[src/rtl/uart_boot_loader_if.sv]
// Byte stream in from the UART receiver, RAM write port and load status out.
// master = boot loader side, slave = UART/RAM/core side.
interface uart_boot_loader_if #(
  parameter int ADDR_W = 13
);
  logic [7:0]        rx_data;
  logic              rx_valid;
  logic [ADDR_W-1:0] mem_addr;
  logic [31:0]       mem_data;
  logic              mem_we;
  logic              core_start;
  logic              busy;
  logic [1:0]        err_code;
  logic [15:0]       words_loaded;

  modport master (
    input  rx_data, rx_valid,
    output mem_addr, mem_data, mem_we, core_start, busy, err_code, words_loaded
  );

  modport slave (
    output rx_data, rx_valid,
    input  mem_addr, mem_data, mem_we, core_start, busy, err_code, words_loaded
  );
endinterface

[src/rtl/uart_boot_loader.sv]
// Loads a length-prefixed, checksummed program image from the UART byte stream
// into 32-bit RAM, then pulses core_start when the checksum is good.
module uart_boot_loader #(
  parameter int          ADDR_W         = 13,
  parameter int          BASE_ADDR      = 0,
  parameter logic [7:0]  SYNC_BYTE      = 8'hFF,
  parameter int          TIMEOUT_CYCLES = 600000
) (
  input logic               clk,
  input logic               rst_n,
  uart_boot_loader_if.master bus
);

  localparam int                TO_W      = $clog2(TIMEOUT_CYCLES + 1);
  localparam logic [ADDR_W-1:0] BASE      = ADDR_W'(BASE_ADDR);
  localparam logic [TO_W-1:0]   TO_LAST   = TO_W'(TIMEOUT_CYCLES - 1);

  localparam logic [1:0] ERR_NONE = 2'b00;
  localparam logic [1:0] ERR_CSUM = 2'b01;
  localparam logic [1:0] ERR_TMO  = 2'b10;
  localparam logic [1:0] ERR_LEN0 = 2'b11;

  typedef enum logic [2:0] {
    S_IDLE,
    S_LEN_HI,
    S_LEN_LO,
    S_DATA,
    S_CSUM
  } state_t;

  state_t            state_reg;
  logic [15:0]       len_reg;
  logic [7:0]        csum_reg;
  logic [1:0]        lane_reg;
  logic [ADDR_W-1:0] mem_addr_reg;
  logic [31:0]       mem_data_reg;
  logic              mem_we_reg;
  logic              core_start_reg;
  logic [1:0]        err_reg;
  logic [15:0]       words_reg;
  logic [TO_W-1:0]   tmo_reg;

  logic [7:0]        csum_next;
  logic              tmo_expire;

  assign csum_next  = csum_reg + bus.rx_data;
  assign tmo_expire = (state_reg != S_IDLE) && !bus.rx_valid && (tmo_reg == TO_LAST);

  // Lower three bytes of the word being assembled; the fourth byte goes
  // straight into mem_data alongside them.
  for (genvar gi = 0; gi < 3; gi++) begin : g_lane
    logic [7:0] byte_reg;
    always_ff @(posedge clk or negedge rst_n) begin
      if (!rst_n) begin
        byte_reg <= 8'h00;
      end else if (state_reg == S_DATA && bus.rx_valid && lane_reg == 2'(gi)) begin
        byte_reg <= bus.rx_data;
      end
    end
  end

  always_ff @(posedge clk or negedge rst_n) begin
    if (!rst_n) begin
      state_reg      <= S_IDLE;
      len_reg        <= 16'h0000;
      csum_reg       <= 8'h00;
      lane_reg       <= 2'd0;
      mem_addr_reg   <= BASE;
      mem_data_reg   <= 32'h0000_0000;
      mem_we_reg     <= 1'b0;
      core_start_reg <= 1'b0;
      err_reg        <= ERR_NONE;
      words_reg      <= 16'h0000;
      tmo_reg        <= '0;
    end else begin
      mem_we_reg     <= 1'b0;
      core_start_reg <= 1'b0;

      if (mem_we_reg) begin
        mem_addr_reg <= mem_addr_reg + 1'b1;
      end

      if (state_reg == S_IDLE || bus.rx_valid) begin
        tmo_reg <= '0;
      end else begin
        tmo_reg <= tmo_reg + 1'b1;
      end

      // A byte arriving in the expiry cycle takes priority over the timeout.
      if (tmo_expire) begin
        state_reg <= S_IDLE;
        err_reg   <= ERR_TMO;
      end else if (bus.rx_valid) begin
        case (state_reg)
          S_IDLE: begin
            if (bus.rx_data == SYNC_BYTE) begin
              state_reg    <= S_LEN_HI;
              err_reg      <= ERR_NONE;
              words_reg    <= 16'h0000;
              csum_reg     <= 8'h00;
              lane_reg     <= 2'd0;
              mem_addr_reg <= BASE;
            end
          end

          S_LEN_HI: begin
            len_reg[15:8] <= bus.rx_data;
            csum_reg      <= csum_next;
            state_reg     <= S_LEN_LO;
          end

          S_LEN_LO: begin
            len_reg[7:0] <= bus.rx_data;
            csum_reg     <= csum_next;
            if ({len_reg[15:8], bus.rx_data} == 16'h0000) begin
              state_reg <= S_IDLE;
              err_reg   <= ERR_LEN0;
            end else begin
              state_reg <= S_DATA;
            end
          end

          S_DATA: begin
            csum_reg <= csum_next;
            lane_reg <= lane_reg + 2'd1;
            if (lane_reg == 2'd3) begin
              mem_we_reg   <= 1'b1;
              mem_data_reg <= {bus.rx_data, g_lane[2].byte_reg,
                               g_lane[1].byte_reg, g_lane[0].byte_reg};
              if (words_reg != 16'hFFFF) begin
                words_reg <= words_reg + 16'd1;
              end
              if (words_reg == len_reg - 16'd1) begin
                state_reg <= S_CSUM;
              end
            end
          end

          S_CSUM: begin
            state_reg <= S_IDLE;
            if (csum_next == 8'h00) begin
              core_start_reg <= 1'b1;
            end else begin
              err_reg <= ERR_CSUM;
            end
          end

          default: state_reg <= S_IDLE;
        endcase
      end
    end
  end

  assign bus.mem_addr     = mem_addr_reg;
  assign bus.mem_data     = mem_data_reg;
  assign bus.mem_we       = mem_we_reg;
  assign bus.core_start   = core_start_reg;
  assign bus.busy         = (state_reg != S_IDLE);
  assign bus.err_code     = err_reg;
  assign bus.words_loaded = words_reg;

endmodule

[src/flat_wrapper.sv]
// flat-port wrapper written by rule: the top's interface ports become plain ports
module uart_boot_loader_flat 
#(
  parameter int          ADDR_W         = 13,
  parameter int          BASE_ADDR      = 0,
  parameter logic [7:0]  SYNC_BYTE      = 8'hFF,
  parameter int          TIMEOUT_CYCLES = 600000
)
  (clk, rst_n, bus_rx_data, bus_rx_valid, bus_mem_addr, bus_mem_data, bus_mem_we, bus_core_start, bus_busy, bus_err_code, bus_words_loaded);
  uart_boot_loader_if #(.ADDR_W(ADDR_W)) bus_i ();
  input logic clk;
  input logic rst_n;
  input wire logic [$bits(bus_i.rx_data)-1:0] bus_rx_data;
  input wire logic [$bits(bus_i.rx_valid)-1:0] bus_rx_valid;
  output wire logic [$bits(bus_i.mem_addr)-1:0] bus_mem_addr;
  output wire logic [$bits(bus_i.mem_data)-1:0] bus_mem_data;
  output wire logic [$bits(bus_i.mem_we)-1:0] bus_mem_we;
  output wire logic [$bits(bus_i.core_start)-1:0] bus_core_start;
  output wire logic [$bits(bus_i.busy)-1:0] bus_busy;
  output wire logic [$bits(bus_i.err_code)-1:0] bus_err_code;
  output wire logic [$bits(bus_i.words_loaded)-1:0] bus_words_loaded;
  assign bus_i.rx_data = bus_rx_data;
  assign bus_i.rx_valid = bus_rx_valid;
  assign bus_mem_addr = bus_i.mem_addr;
  assign bus_mem_data = bus_i.mem_data;
  assign bus_mem_we = bus_i.mem_we;
  assign bus_core_start = bus_i.core_start;
  assign bus_busy = bus_i.busy;
  assign bus_err_code = bus_i.err_code;
  assign bus_words_loaded = bus_i.words_loaded;
  uart_boot_loader #(.ADDR_W(ADDR_W), .BASE_ADDR(BASE_ADDR), .SYNC_BYTE(SYNC_BYTE), .TIMEOUT_CYCLES(TIMEOUT_CYCLES)) u_core (.clk(clk), .rst_n(rst_n), .bus(bus_i));
endmodule
[config.mk]
export PLATFORM = sky130hd
export DESIGN_NAME = uart_boot_loader_flat
export DESIGN_NICKNAME = d
export VERILOG_FILES = /design/src/rtl/uart_boot_loader_if.sv /design/src/rtl/uart_boot_loader.sv /design/src/flat_wrapper.sv
export SDC_FILE = /design/constraint.sdc
export NUM_CORES = 1
export LEC_CHECK = 0
export BUFFER_PORTS_ARGS = -buffer_cell sky130_fd_sc_hd__buf_2
export CAP_MARGIN = 20
export CELL_PAD_IN_SITES_DETAIL_PLACEMENT = 0
export CELL_PAD_IN_SITES_GLOBAL_PLACEMENT = 1
export CORE_ASPECT_RATIO = 1.5
export CORE_MARGIN = 8
export CORE_UTILIZATION = 49
export DETAILED_ROUTE_END_ITERATION = 8
export HOLD_SLACK_MARGIN = 0.15
export PLACE_DENSITY = 0.84
export SETUP_SLACK_MARGIN = 0.4
export SKIP_LAST_GASP = 1
export SYNTH_ARGS = -nofsm -noshare
export SYNTH_HDL_FRONTEND = slang
export SYNTH_SLANG_ARGS = --single-unit
export TNS_END_PERCENT = 20
[constraint.sdc]
create_clock -name clk -period 7 [get_ports clk]
set_input_delay 0 -clock clk [delete_from_list [all_inputs] [get_ports clk]]
set_output_delay 0 -clock clk [all_outputs]
set_load 0.02 [all_outputs]
==> results.yml, run 1 <==
cts:
  postCtsSetupBuffers: 0
  cts_tree: "yes"
  clock_sinks: 138
  clockBufferDepth: 2
  hold_buffers: 10
  numCtsBuffers: 17
  cts_resized: 0
  clkSlewWorstSetupHoldPaths_ns: 0.07
  htree_levels: 4
  clock_latency_ns: 0.41
  root_buffer: "clkbuf_16"
logic_synthesis:
  seq_area_frac_synth_pct: 50.84
  yosys.area.top_type: "dfrtp_1"
  syn_inst: 672
  synthesis.area_um2: 6793
  synth-edff-count: 0
  ys_warn_count: 0
  synthesis.nets: 699
  ys_types: 55
  synth.area.top_cells: "dfrtp_1, mux2_2, nand2_1, xnor2_1, xor2_1"
  syn_avg_cell_area_um2: 10.11
  synth_top_area_share_pct: 50.84
  synth_ff_type: "dfrtp_1"
  ys_ff_latch: 138
  synthArstFlopShare_pct: 100.0
power:
  total_leakage_power_nw: 3.693
  power_density_nw_per_um2: 405.5
  irDropWorstVdd_mv: 0.2343
  p_total_mw: 3.263
sta:
  finalCritPeriodShare_pct: 43.21
  final.setup.worst_slack_ns: 3.975
  timing.hold.ws_ns: 0.2006
  rsz0062_at_grt: "false"
  setup_viol: 0
  slew_headroom_pct: 46.89
  min_period_ns: 3.025
  fmax_mhz: 330.6
  worst_slew_pin_slew_ns: 0.7917
  skew_ns: 0.008951
  slew_violations: 0
  fin_tns_setup_ns: 0
  final-hold-violation-count: 0
global_route:
  grt_overflow: 0
  grt_pass1_vias: 5464
  antenna_found_initial: 0
  track_usage_pct: 18.37
  grt_pass1_wl_um: 26900
  grt_max_degree: 89
finish:
  final_common_cell: "dfrtp_1"
  post-route-util_pct: 59.47
  layout_common_cells: "dfrtp_1, nand2_1, buf_2, nor2_1, mux2_2"
  largest_reg_flops: 32
  num_antenna_cells: 0
  finalNetCount: 787
  layout-drive-gt1-share_pct: 21.60
  final_cell_area_um2: 8048
  fin_cells: 935
  final.fill_count: 1171
  areaGrowthSynthToFinish_pct: 18.47
detailed_routing:
  drtIter0Drc: 299
  ant_nets: 0
  dr.pass1.iters: 4
  viasPerCell: 5.552
  post_drt_wl_per_cell_um: 16.77
  wirelength_um: 15680
  drc: 0
  routed-via-count: 5191
place:
  place_inst: 892
  place_area_um2: 7330
  place.gp.congestion: 0.8585
  portBuffers: 76
  pre_cts_ws_ns: 3.977
  hpwl_um: 10820
outcome:
  status: "completed"
floorplanning:
  dieHeight_um: 160.2
  dieArea_um2: 17960
  initial_utilization_pct: 50.19
  pin_count: 77
  core_area_um2: 13530
  die_x_um: 112.1
  num_rows: 52
setup_path:
  crit_start: "u_core.state_reg[1]"
  r2r_slack_ns: 3.98
  worst_setup_path_end_kind: "register"
  critPathArrivalTime_ns: 3.32
  worstPathRequired_ns: 7.30
  timing.rr.start: "u_core.state_reg[1]"
  r2r_cells: 8
  path_class: "register to register"
  cp-start-kind: "register"
  r2r_end: "u_core.bus.words_loaded[9]"
  crit_fanout: 21
worst_hold_path:
  hold_class: "input port to async pin"
flow_run:
  cap_violations: 0
-- logic make-up (layout without fill, tap and decap cells) --
family,count (synthesis),count (layout),share of synthesized area (%)
simple gates,299,299,21.26
flops,138,138,50.84
compound gates,72,72,7.036
buf+inv,38,139,2.173
xor+xnor,65,65,8.381
fa+ha+maj,16,16,3.058
mux,44,44,7.257
-- power by group --
part,internal (mW),switching [mW]
Clock,0.514,0.375
Combinational,0.471,0.610
Sequential,1.06,0.233
Total,2.05,1.22
-- worst max-delay path: stages (launching register included) --
cell and delay (ns):
dfrtp_1 0.51, or3_1 0.48, nand2b_1 0.60, or3_1 0.36, a31oi_1 0.13, buf_4 0.22, nor4b_1 0.39, xnor2_1 0.16
nor2_1 0.06
-- how the worst max path moves through the flow --
| stage | end | cells past startpoint |
|---|---|---|
| final | u_core.bus.words_loaded[9] | 8 |
| after floorplan | u_core.bus.err_code[0] | 9 |
| after CTS | u_core.bus.words_loaded[9] | 8 |
| after detailed placement | u_core.bus.words_loaded[13] | 8 |
| after global routing | u_core.bus.words_loaded[13] | 8 |
| after global placement | u_core.bus.words_loaded[9] | 8 |
-- routing by layer --
layer	GRT usage [%]	share of wire, %
met5	0	0
met4	7.640	2.3
met3	4.757	4.4
met2	32.37	52
met1	20.48	41
-- area by class of cell --
class / instances / area, um^2 / share of cell area (%)
flip-flops and latches: 138 / 3453 / 42.91
multi-input cells: 496 / 3192 / 39.66
repair buffers: 93 / 556.8 / 6.919
clock buffers: 18 / 439.2 / 5.457
well taps: 162 / 202.7 / 2.519
clock inverters: 14 / 151.4 / 1.881
inverters: 14 / 52.55 / 0.6530
-- synth_stat cells (9+ instances only) --
cell        n
or3_1      11
and3_1      9
nand2_1   116
nor3_1     13
xnor2_1    38
dfrtp_1   138
nor4_1     13
nand3_1    19
mux2_2     42
nand4_1    14
xor2_1     27
o21ai_0    24
clkbuf_1   17
nor2_1     62
inv_1      13
a21oi_1    14
ha_1       15
(Power assumes the default switching activity.)
==> run 2: changes to the inputs <==
--- a/config.mk
+++ b/config.mk
@@ -11,10 +11,10 @@
 export CELL_PAD_IN_SITES_GLOBAL_PLACEMENT = 1
 export CORE_ASPECT_RATIO = 1.5
 export CORE_MARGIN = 8
-export CORE_UTILIZATION = 49
+export CORE_UTILIZATION = 46
 export DETAILED_ROUTE_END_ITERATION = 8
 export HOLD_SLACK_MARGIN = 0.15
-export PLACE_DENSITY = 0.84
+export PLACE_DENSITY = 0.8
 export SETUP_SLACK_MARGIN = 0.4
 export SKIP_LAST_GASP = 1
 export SYNTH_ARGS = -nofsm -noshare
==> constraint.sdc (replaced) <==
create_clock -name clk -period 2.85 [get_ports clk]
set_input_delay 0 -clock clk [delete_from_list [all_inputs] [get_ports clk]]
set_output_delay 0 -clock clk [all_outputs]
set_load 0.02 [all_outputs]
==> results.yml, run 2 (synthesis gave the netlist of run 1 again) <==
finish:
  areaGrowthSynthToFinish_pct: 23.02
  multi_input_area_um2: 3369
  final_cell_area_um2: 8357
  final_common_cell: "dfrtp_1"
  largest_reg_flops: 32
  final.fill_count: 1280
  layout_common_cells: "dfrtp_1, nand2_1, buf_2, nor2_1, mux2_2"
  num_antenna_cells: 0
  layout-drive-gt1-share_pct: 26.58
  finalNetCount: 804
  fin_cells: 986
  regArea_um2: 3456
setup_path:
  critPathArrivalTime_ns: 2.81
  crit_fanout: 2
  slowest_stage: "dfrtp_1"
  r2r_end: "u_core.bus.err_code[0]"
  worstPathRequired_ns: 3.14
  cp-start-kind: "register"
  critPathTopFamily: "compound AO/OA/AOI/OAI gates"
  worst_setup_path_end_kind: "register"
  r2r_slack_ns: 0.33
  crit_buf_inv: 0
  timing.rr.start: "u_core.csum_reg[0]"
  r2r_cells: 9
  path_class: "register to register"
  path_cells: "ha_4 -> fa_2 -> a21o_1 -> a21oi_2 -> xnor2_2 -> or2_4 -> or3_4 -> o31ai_4 -> a211oi_2"
  cpPeakStageDelay_ns: 0.41
sta:
  setup_viol: 0
  skew_ns: 0.01042
  final-hold-violation-count: 0
  slew_headroom_pct: 47.85
  fin_tns_setup_ns: 0
  fmax_mhz: 397.0
  worst_slew_pin_slew_ns: 0.7774
  min_period_ns: 2.519
  rsz0062_at_grt: "true"
  slew_violations: 0
  final.setup.worst_slack_ns: 0.3310
  finalCritPeriodShare_pct: 88.39
power:
  p_sw_share_pct: 38.34
  p_total_mw: 8.282
  p_int_mw: 5.107
  irDropWorstVdd_mv: 0.4297
  p_switching_mw: 3.176
  pwr-share-clk_pct: 24.9
  power_density_nw_per_um2: 991.1
  seqPwrFrac_pct: 37.9
  pwr-share-comb_pct: 37.2
  total_leakage_power_nw: 3.791
floorplanning:
  initial_utilization_pct: 46.76
  pin_count: 77
  core_area_um2: 14530
  dieArea_um2: 18990
  die_x_um: 115.2
  num_rows: 54
  dieHeight_um: 164.8
cts:
  clock_latency_ns: 0.42
  htree_levels: 4
  cts_tree: "yes"
  clkSlewWorstSetupHoldPaths_ns: 0.07
  root_buffer: "clkbuf_16"
  clockBufferDepth: 2
  numCtsBuffers: 17
  clock_sinks: 138
detailed_routing:
  routed-via-count: 5311
  dr.pass1.iters: 6
  wirelength_um: 16500
  drc: 0
  viasPerCell: 5.386
  ant_nets: 0
  drtIter0Drc: 316
  post_drt_wl_per_cell_um: 16.73
worst_hold_path:
  hold_class: "input port to async pin"
place:
  place_inst: 934
  place.gp.congestion: 0.8566
  place_area_um2: 7456
  pre_cts_ws_ns: 0.1428
  hpwl_um: 11340
  portBuffers: 76
global_route:
  track_usage_pct: 18.22
  grt_overflow: 0
  grt_max_degree: 83
  antenna_found_initial: 0
  grt_pass1_wl_um: 27100
  grt_pass1_vias: 5434
outcome:
  status: "completed"
flow_run:
  cap_violations: 0
run 2: changes by cell type in the layout (fill, tap and decap cells not counted), sizes merged:
| cell | before | now |
|---|---|---|
| buf | 83 | 100 |
| bufinv | 1 | 0 |
| clkbuf | 18 | 17 |
| clkinv | 4 | 3 |
| clkinvlp | 2 | 5 |
run 2: worst register-to-register path: cells and delay by family (launching register included):
family / cells / cell delay, ns
fa+ha+maj: 2 / 0.57
simple gates: 2 / 0.59
xor+xnor: 1 / 0.11
flops: 1 / 0.41
compound gates: 4 / 0.71
run 2: repair_timing:
| action | CTS | global route |
|---|---|---|
| pin swaps | 4 | 17 |
| hold buffers | 10 | 0 |
| setup endpoints to repair | 5 | 20 |
| endpoints found under the hold margin | 135 | 0 |
| gates resized for setup | 8 | 23 |
| setup buffers | 3 | 7 |
run 2: area by class of cell:
cell class | instances | share of cell area [%]
sequential | 138 | 41.35
multi-input combinational | 496 | 40.32
timing repair buffer | 110 | 8.130
clock buffer | 17 | 5.091
tap | 196 | 2.935
clock inverter | 15 | 1.542
inverter | 14 | 0.6288
run 2: through the flow:
stage	hold slack, ns	utilization [%]
after detailed placement	0.09676	51.33
after floorplan	-0.2956	-
after CTS	0.2215	56.24
after global placement	0.09122	51.33
after global routing	0.2567	57.53
final	0.1711	57.53
run 2: routing by layer:
metal / vias up / GRT usage [%] / routed length [um]
met5: - / 0 / 0
met4: 0 / 7.678 / 505
met3: 37 / 4.063 / 661
met2: 115 / 32.52 / 8617
met1: 2603 / 20.34 / 6713
li1: 2556 / - / -
run 2: how the worst max path moves through the flow:
stage	from	end	slack, ns	cells past startpoint
6_report	u_core.csum_reg[0]	u_core.bus.err_code[0]	0.33	9
5_1_grt	u_core.bus.words_loaded[1]	u_core.bus.words_loaded[12]	0.23	9
4_1_cts	u_core.len_reg[3]	u_core.state_reg[0]	0.32	7
3_5_place_dp	u_core.len_reg[3]	u_core.state_reg[0]	0.14	7
3_3_place_gp	u_core.len_reg[3]	u_core.state_reg[0]	0.22	7
2_1_floorplan	u_core.bus.words_loaded[3]	u_core.bus.words_loaded[11]	0.39	9
run 2: power groups by stage:
stage | Combinational (mW) | Sequential (mW) | Clock (mW)
finish | 3.08 | 3.14 | 2.06
global route | 3.36 | 3.24 | 2.21
CTS | 2.86 | 3.14 | 2.11
detailed placement | 2.78 | 3.17 | 0
global placement | 2.71 | 3.12 | 0
floorplan | 1.68 | 3.37 | 0
